**config.mk**
```make
export PLATFORM = sky130hd
export DESIGN_NAME = vector_pair_loader
export DESIGN_NICKNAME = d
export VERILOG_FILES = /design/src/rtl/vector_pkg.sv /design/src/rtl/vector_pair_loader_check.sv /design/src/rtl/vector_pair_loader.sv
export SDC_FILE = /design/constraint.sdc
export NUM_CORES = 1
export LEC_CHECK = 0
export ABC_AREA = 0
export CORE_AREA = 2 2 294 296
export DETAILED_ROUTE_END_ITERATION = 10
export DIE_AREA = 0 0 296 298
export DONT_BUFFER_PORTS = 1
export PLACE_DENSITY = 0.6
export SKIP_LAST_GASP = 1
export SYNTH_ARGS = -nofsm -noshare
export SYNTH_HDL_FRONTEND = slang
export SYNTH_SLANG_ARGS = --single-unit
```
**constraint.sdc**
```tcl
create_clock -name clk -period 23 [get_ports clk]
set_input_delay 3.45 -clock clk [delete_from_list [all_inputs] [get_ports clk]]
set_output_delay 3.45 -clock clk [all_outputs]
set_load 0.05 [all_outputs]
```
**src/rtl/vector_pkg.sv**
```systemverilog
// vector_pkg: shared definitions for vector_multiplier and its streaming loader.
//   loader_state_t        - loader FSM states (LOAD, FIRE, WAIT, HOLD)
//   DEFAULT_ELEMENT_SIZE  - default element / product / dot-product width
//   DEFAULT_VECTOR_SIZE   - default number of elements per vector
package vector_pkg;

    typedef enum logic [1:0] {
        LOAD = 2'd0,
        FIRE = 2'd1,
        WAIT = 2'd2,
        HOLD = 2'd3
    } loader_state_t;

    localparam int DEFAULT_ELEMENT_SIZE = 16;
    localparam int DEFAULT_VECTOR_SIZE  = 20;

endpackage

```
**src/rtl/vector_pair_loader_check.sv**
```systemverilog
// vector_pair_loader_check: reference dot-product accumulator and comparator.
//   clk, rst      - clock, asynchronous active-high reset
//   clear         - restart the accumulator for the next vector pair
//   add_en        - accept in_a*in_b into the running sum
//   in_a, in_b    - element pair being loaded
//   capture       - multiplier result is sampled this cycle
//   dot_product   - multiplier result to compare against
//   mismatch      - result of the most recent comparison
//   error_count   - saturating count of mismatching captures
module vector_pair_loader_check #(
    parameter int ELEMENT_SIZE = 16
) (
    input  logic                    clk,
    input  logic                    rst,
    input  logic                    clear,
    input  logic                    add_en,
    input  logic [ELEMENT_SIZE-1:0] in_a,
    input  logic [ELEMENT_SIZE-1:0] in_b,
    input  logic                    capture,
    input  logic [ELEMENT_SIZE-1:0] dot_product,
    output logic                    mismatch,
    output logic [15:0]             error_count
);

    logic [ELEMENT_SIZE-1:0] acc;
    logic [ELEMENT_SIZE-1:0] product;

    // Products and the sum both wrap at the element width, like the multiplier.
    assign product = ELEMENT_SIZE'(in_a * in_b);

    always_ff @(posedge clk or posedge rst) begin
        if (rst) begin
            acc         <= '0;
            mismatch    <= 1'b0;
            error_count <= '0;
        end else begin
            if (clear)
                acc <= '0;
            else if (add_en)
                acc <= acc + product;
            if (capture) begin
                mismatch <= (acc != dot_product);
                if (acc != dot_product && error_count != 16'hFFFF)
                    error_count <= error_count + 16'd1;
            end
        end
    end

endmodule

```
**src/rtl/vector_pair_loader.sv**
```systemverilog
// vector_pair_loader: streams element pairs into packed operand buses for
// vector_multiplier, triggers it, waits, and returns the dot product on a
// valid/ready output.
//   clk, rst                   - clock, asynchronous active-high reset
//   in_valid/in_ready/in_a/in_b - element pair input handshake
//   mul_trigger                - one-cycle start pulse to the multiplier
//   mul_vector_a/mul_vector_b  - packed operand buses (element 0 in LSBs)
//   mul_dot_product            - multiplier result
//   out_valid/out_ready        - result output handshake
//   out_dot_product            - captured dot product
//   out_pair_count             - completed pairs, modulo 2^16
//   out_mismatch, error_count  - self-check results
// Optional self-check: define VECTOR_PAIR_LOADER_CHECK_EN; otherwise
// out_mismatch and error_count are tied to zero.
module vector_pair_loader
    import vector_pkg::*;
#(
    parameter int ELEMENT_SIZE = DEFAULT_ELEMENT_SIZE,
    parameter int VECTOR_SIZE  = DEFAULT_VECTOR_SIZE,
    parameter int RESULT_WAIT  = 1
) (
    input  logic                                clk,
    input  logic                                rst,
    input  logic                                in_valid,
    output logic                                in_ready,
    input  logic [ELEMENT_SIZE-1:0]             in_a,
    input  logic [ELEMENT_SIZE-1:0]             in_b,
    output logic                                mul_trigger,
    output logic [ELEMENT_SIZE*VECTOR_SIZE-1:0] mul_vector_a,
    output logic [ELEMENT_SIZE*VECTOR_SIZE-1:0] mul_vector_b,
    input  logic [ELEMENT_SIZE-1:0]             mul_dot_product,
    output logic                                out_valid,
    input  logic                                out_ready,
    output logic [ELEMENT_SIZE-1:0]             out_dot_product,
    output logic [15:0]                         out_pair_count,
    output logic                                out_mismatch,
    output logic [15:0]                         error_count
);

    localparam int IDX_W  = (VECTOR_SIZE > 1) ? $clog2(VECTOR_SIZE) : 1;
    localparam int WAIT_W = (RESULT_WAIT > 1) ? $clog2(RESULT_WAIT) : 1;
    localparam logic [IDX_W-1:0]  LAST_IDX  = IDX_W'(VECTOR_SIZE - 1);
    localparam logic [WAIT_W-1:0] WAIT_LOAD = WAIT_W'(RESULT_WAIT - 1);

    loader_state_t     state, next_state;
    logic [IDX_W-1:0]  elem_idx;
    logic [WAIT_W-1:0] wait_cnt;
    logic              in_hs;
    logic              capture;
    logic              out_hs;

    assign in_hs   = in_valid && in_ready;
    assign capture = (state == WAIT) && (wait_cnt == '0);
    assign out_hs  = out_valid && out_ready;

    always_ff @(posedge clk or posedge rst) begin
        if (rst)
            state <= LOAD;
        else
            state <= next_state;
    end

    // Handshake outputs decode registered state only, so out_ready never
    // reaches in_ready combinationally.
    always_comb begin
        next_state  = state;
        in_ready    = (state == LOAD);
        mul_trigger = (state == FIRE);
        out_valid   = (state == HOLD);
        case (state)
            LOAD:    if (in_valid && elem_idx == LAST_IDX) next_state = FIRE;
            FIRE:    next_state = WAIT;
            WAIT:    if (wait_cnt == '0) next_state = HOLD;
            HOLD:    if (out_ready) next_state = LOAD;
            default: next_state = LOAD;
        endcase
    end

    always_ff @(posedge clk or posedge rst) begin
        if (rst) begin
            elem_idx        <= '0;
            wait_cnt        <= '0;
            mul_vector_a    <= '0;
            mul_vector_b    <= '0;
            out_dot_product <= '0;
            out_pair_count  <= '0;
        end else begin
            if (in_hs) begin
                mul_vector_a[elem_idx*ELEMENT_SIZE +: ELEMENT_SIZE] <= in_a;
                mul_vector_b[elem_idx*ELEMENT_SIZE +: ELEMENT_SIZE] <= in_b;
                elem_idx <= (elem_idx == LAST_IDX) ? '0 : elem_idx + 1'b1;
            end
            if (state == FIRE)
                wait_cnt <= WAIT_LOAD;
            else if (state == WAIT && wait_cnt != '0)
                wait_cnt <= wait_cnt - 1'b1;
            if (capture)
                out_dot_product <= mul_dot_product;
            if (out_hs)
                out_pair_count <= out_pair_count + 16'd1;
        end
    end

`ifdef VECTOR_PAIR_LOADER_CHECK_EN
    // The accumulator restarts on the return to LOAD, after its value has
    // been compared at capture.
    vector_pair_loader_check #(
        .ELEMENT_SIZE(ELEMENT_SIZE)
    ) u_check (
        .clk        (clk),
        .rst        (rst),
        .clear      (out_hs),
        .add_en     (in_hs),
        .in_a       (in_a),
        .in_b       (in_b),
        .capture    (capture),
        .dot_product(mul_dot_product),
        .mismatch   (out_mismatch),
        .error_count(error_count)
    );
`else
    assign out_mismatch = 1'b0;
    assign error_count  = '0;
`endif

endmodule

```
After elaboration in Yosys (flattened, before gate mapping)
Cells that the tools add are included.
{"block": "totals", "reg_bits": 680, "latchBits": 0, "ram_bits": 0, "rom_bits": 0, "input_bits": 52, "output_inout_bits": 692, "elab_cells": 39, "n_memories": 0}
{"block": "classes", "add_sub_neg": 4, "n_mul": 0, "div_mod_pow": 0, "n_lt_le_gt_ge": 0, "n_eq_ne": 7, "shift": 3, "mux": 9, "n_bitwise": 1, "n_reduce_logical": 8}
{"op": "320-bit bitwise mux", "count": 2}
{"op": "16-bit by 34-bit variable part select with 320-bit output", "count": 2}
{"op": "16-bit by 34-bit variable shift with 320-bit output, first input constant", "count": 1}
{"op": "9-bit negation with 34-bit output", "count": 1}
{"op": "16-bit by 1-bit adder with 16-bit output, second input constant", "count": 1}
{"op": "2-bit case mux with 4 select lines", "count": 1}
{"op": "2-bit two-way mux", "count": 3}
{"op": "5-bit by 1-bit adder with 5-bit output, second input constant", "count": 1}
{"op": "5-bit equality test, second input constant", "count": 1}
{"op": "1-bit logical AND", "count": 5}
{"op": "5-bit two-way mux", "count": 1}
{"op": "2-bit equality test, second input constant", "count": 2}
{"op": "2-bit by 1-bit != test with 1-bit output, second input constant", "count": 2}
{"op": "3-bit AND reduction", "count": 1}
{"op": "2-bit by 1-bit equality test with 1-bit output, second input constant", "count": 1}
{"op": "2-bit zero test", "count": 1}
{"op": "1-bit two-way mux", "count": 2}
{"op": "2-bit != test, second input constant", "count": 1}
{"op": "2-bit nonzero test", "count": 1}
{"op": "1-bit NOT", "count": 1}
{"op": "1-bit subtractor, second input constant", "count": 1}

Depth between registers and ports, before layout
{"block": "logic_depth", "ltp_word": 4, "depth_mapped": 15, "depth_no_buf": 9}

Least setup slack after synthesis
Ideal clock, no wire load.
{"block": "synth_timing", "path_kind": "input to register", "start": "input port in_valid", "end": "register mul_vector_a[118]", "setup_ns": 0.128, "arrival_time_ns": 4.947, "required_ns": 22.872, "setup_slack_ns": 17.925, "cell_stages": 6, "path_buffers": 2, "path_cell_list": "nand4b_1 -> or4_1 -> or2_1 -> buf_2 -> buf_6 -> mux2_1"}
{"block": "synth_between", "elab_chain_len": 1}
{"element": "start, declared", "line": "vector_pair_loader.sv:24", "rtl": "input logic in_valid,"}
{"element": "1-bit logical AND", "line": "vector_pair_loader.sv:52", "rtl": "assign in_hs = in_valid && in_ready;"}
{"element": "end signal, assigned by index", "line": "vector_pair_loader.sv:89", "rtl": "mul_vector_a[elem_idx*ELEMENT_SIZE +: ELEMENT_SIZE] <= in_a;"}
{"element": "end, declared", "line": "vector_pair_loader.sv:29", "rtl": "output logic [ELEMENT_SIZE*VECTOR_SIZE-1:0] mul_vector_a,"}
No other way between the ends.
A chain may end at the register's enable or synchronous reset.

==> impl_metrics.toml <==
[yosys]
synth_ff_type = "dfrtp_1"
async_reset_ff_share_pct = 100
seq_area_frac_synth_pct = 60.3
netlist_area_mm2 = 0.0282
syn_inst = 2296
ys_types = 56
ys_ff_latch = 680
yosysWarnings = 0
synth_area_per_cell_um2 = 12.3
synth_edf_count = 0

[clocking]
cts_max_path_buffers = 3
cts_setup_buffers = 0
ctsRootBufferMaster = "clkbuf_16"
post_cts_resized = 0
cts_tree = "yes"
htree_num_levels = 3
numCtsBuffers = 75
path_clk_slew_ps = 60
holdBufCountCts = 0
worstSkewPairLatency_ps = 630
clock-sinks = 680

[die]
coreArea_mm2 = 0.0849
dieArea_mm2 = 0.0882
dieWidth_um = 296
initial_core_util_pct = 33.2
die_y_um = 298
rows = 107
pin_count = 744

[timing]
slew_viol_final = 0
finalCritPeriodShare_pct = 26.5
fin_setup_tns_ps = 0
slew_headroom_pct = 19.3
rsz0062_at_grt = "no"
finalHoldViolations = 0
setup_violations = 0
max_freq_mhz = 164
finalClockSkew_ps = 21.1
min_period_ps = 6090
worst_slew_pin_slew_ps = 1210

[setup_path]
crit_family = "buffers and inverters"
cpPeakStageDelay_ps = 900
path_buf_inv = 4
endpoint_kind = "async pin"
reg2reg_slack_ps = 17270
cp_data_required_time_ps = 23590
setup.worst_path.class = "in -> async"
cp_slowest_cell = "buf_4"
worstRegToRegCells = 11
crit_fanout = 111
worstReg2RegEnd = "mul_vector_b[124]"
crit_top_cell = "buf_4"
cp.depth = 4
crit_chain = "inv_8, buf_4, buf_4, buf_4"
arrival_ps = 6680
r2r_start = "elem_idx[0]"
start_kind = "primary input"

[job]
cap_violations = 0

[worst_hold_path]
hp-start = "wait_cnt"
whs_path_depth = 1
hp-class = "reg -> reg"
whs_endpoint = "wait_cnt"

[finish]
area_growth_pct = 12.1
final_common_cell = "dfrtp_1"
nNetsFinal = 2272
final_cells = 3420
drive_gt1_share_pct = 25.1
layout_common_cells = "dfrtp_1, mux2_2, o21ai_0"
fin_area_mm2 = 0.0316

[global_route]
track_usage_pct = 24.2
grt-ovfl-total = 0
grt_pass1_vias = 19701
grt_antenna_before_repair = 16
grt_max_degree = 181
grt_first_pass_wirelength_mm = 152

[power_and_ir_drop]
fin_total_pwr_mw = 4.80
p_per_area_mw_per_mm2 = 152
ir_drop_v = 0.000125
leakage_nw = 15.3

[route]
drt-pass1-iter-count = 6
routedWlPerCell_um = 32.0
drt_iter0_markers = 1663
wl_mm = 109
ant_nets = 0
drc = 0
vias = 19080
vias_per_cell = 5.58

[placement]
dp_hpwl_mm = 72.4
dp_cells = 3279
placed_area_mm2 = 0.0292
port_buffers = 0
gp_congestion = 0.836

[run_status]
outcome = "completed"
-- synthesized netlist by cell type (4+ instances only) --
cell / instances / share of area [%]
nand3_1: 43 / 0.76
nand2b_1: 4 / 0.089
o31ai_1: 65 / 1.7
nor3_1: 5 / 0.089
and3b_1: 13 / 0.40
inv_1: 67 / 0.89
buf_4: 17 / 0.45
xor2_1: 5 / 0.16
xnor2_1: 13 / 0.40
or3_1: 9 / 0.20
o21ai_0: 238 / 4.2
ha_1: 8 / 0.35
mux2i_1: 60 / 2.1
mux2_4: 30 / 1.6
nand4_1: 11 / 0.24
nand2_1: 182 / 2.4
a32o_1: 26 / 0.92
nor2_1: 117 / 1.6
buf_1: 12 / 0.16
buf_2: 39 / 0.69
o2bb2ai_1: 12 / 0.37
clkbuf_1: 139 / 1.8
dfrtp_1: 680 / 60
and2_1: 29 / 0.64
mux2_1: 11 / 0.44
buf_6: 7 / 0.28
mux2_2: 358 / 14
nor2b_1: 7 / 0.16
or2_2: 4 / 0.089
nor4_1: 5 / 0.11
and3_1: 44 / 0.98
-- how the worst max path moves through the flow --
stage                     startpoint            endpoint
after floorplan                  rst         elem_idx[0]
after global placement           rst   mul_vector_b[182]
after detailed placement         rst   mul_vector_b[182]
after CTS                        rst    mul_vector_b[60]
after global routing             rst   mul_vector_b[120]
final                            rst  out_dot_product[7]
-- final cells by class --
class / count / area (µm²)
flip-flops and latches: 680 / 17000
inverters: 67 / 259
diodes: 8 / 20.0
fillers: 8175 / 53200
multi-input cells: 1350 / 10100
clock inverters: 26 / 295
well taps: 1144 / 1430
repair buffers: 38 / 298
clock buffers: 107 / 2170
-- registers in the layout, summed over array words and instances, names as in the netlist --
name	flops
mul_vector_b	320
wait_cnt	1
mul_vector_a	320
state	2
elem_idx	5
out_dot_product	16
out_pair_count	16
-- routing by layer --
layer | up-vias | wire [µm] | share of wire, % | track usage [%]
met2 | 1113 | 51600 | 47 | 38.8
met1 | 9948 | 41200 | 38 | 29.0
met3 | 251 | 11500 | 11 | 8.32
met5 | - | 34 | 0.031 | 0
li1 | 7762 | - | - | -
met4 | 6 | 5040 | 4.6 | 11.3
-- report_power, final --
group / switching [mW] / internal, mW
clock: 0.510 / 0.697
sequential: 1.18 / 1.43
combinational: 0.666 / 0.320
total: 2.35 / 2.45
-- through the flow --
stage	util [%]	worst slack, ps	hold slack [ps]
2_1_floorplan	-	487	528
3_3_place_gp	34.3	16260	540
3_5_place_dp	34.3	16090	573
4_1_cts	37.3	16810	579
5_1_grt	37.3	16360	607
6_report	37.3	16910	585
-- cells by family (layout without fill, tap and decap cells) --
kind of cell	Yosys count	in the layout	share of synthesized area, %
fa+ha+maj	8	8	0.355
xor+xnor	18	18	0.559
simple gates	494	494	8.41
flops	680	680	60.3
compound gates	354	354	7.56
buf+inv	282	238	4.34
other cells	1	25	0.0133
mux	459	459	18.5
(Power assumes the default switching activity.)
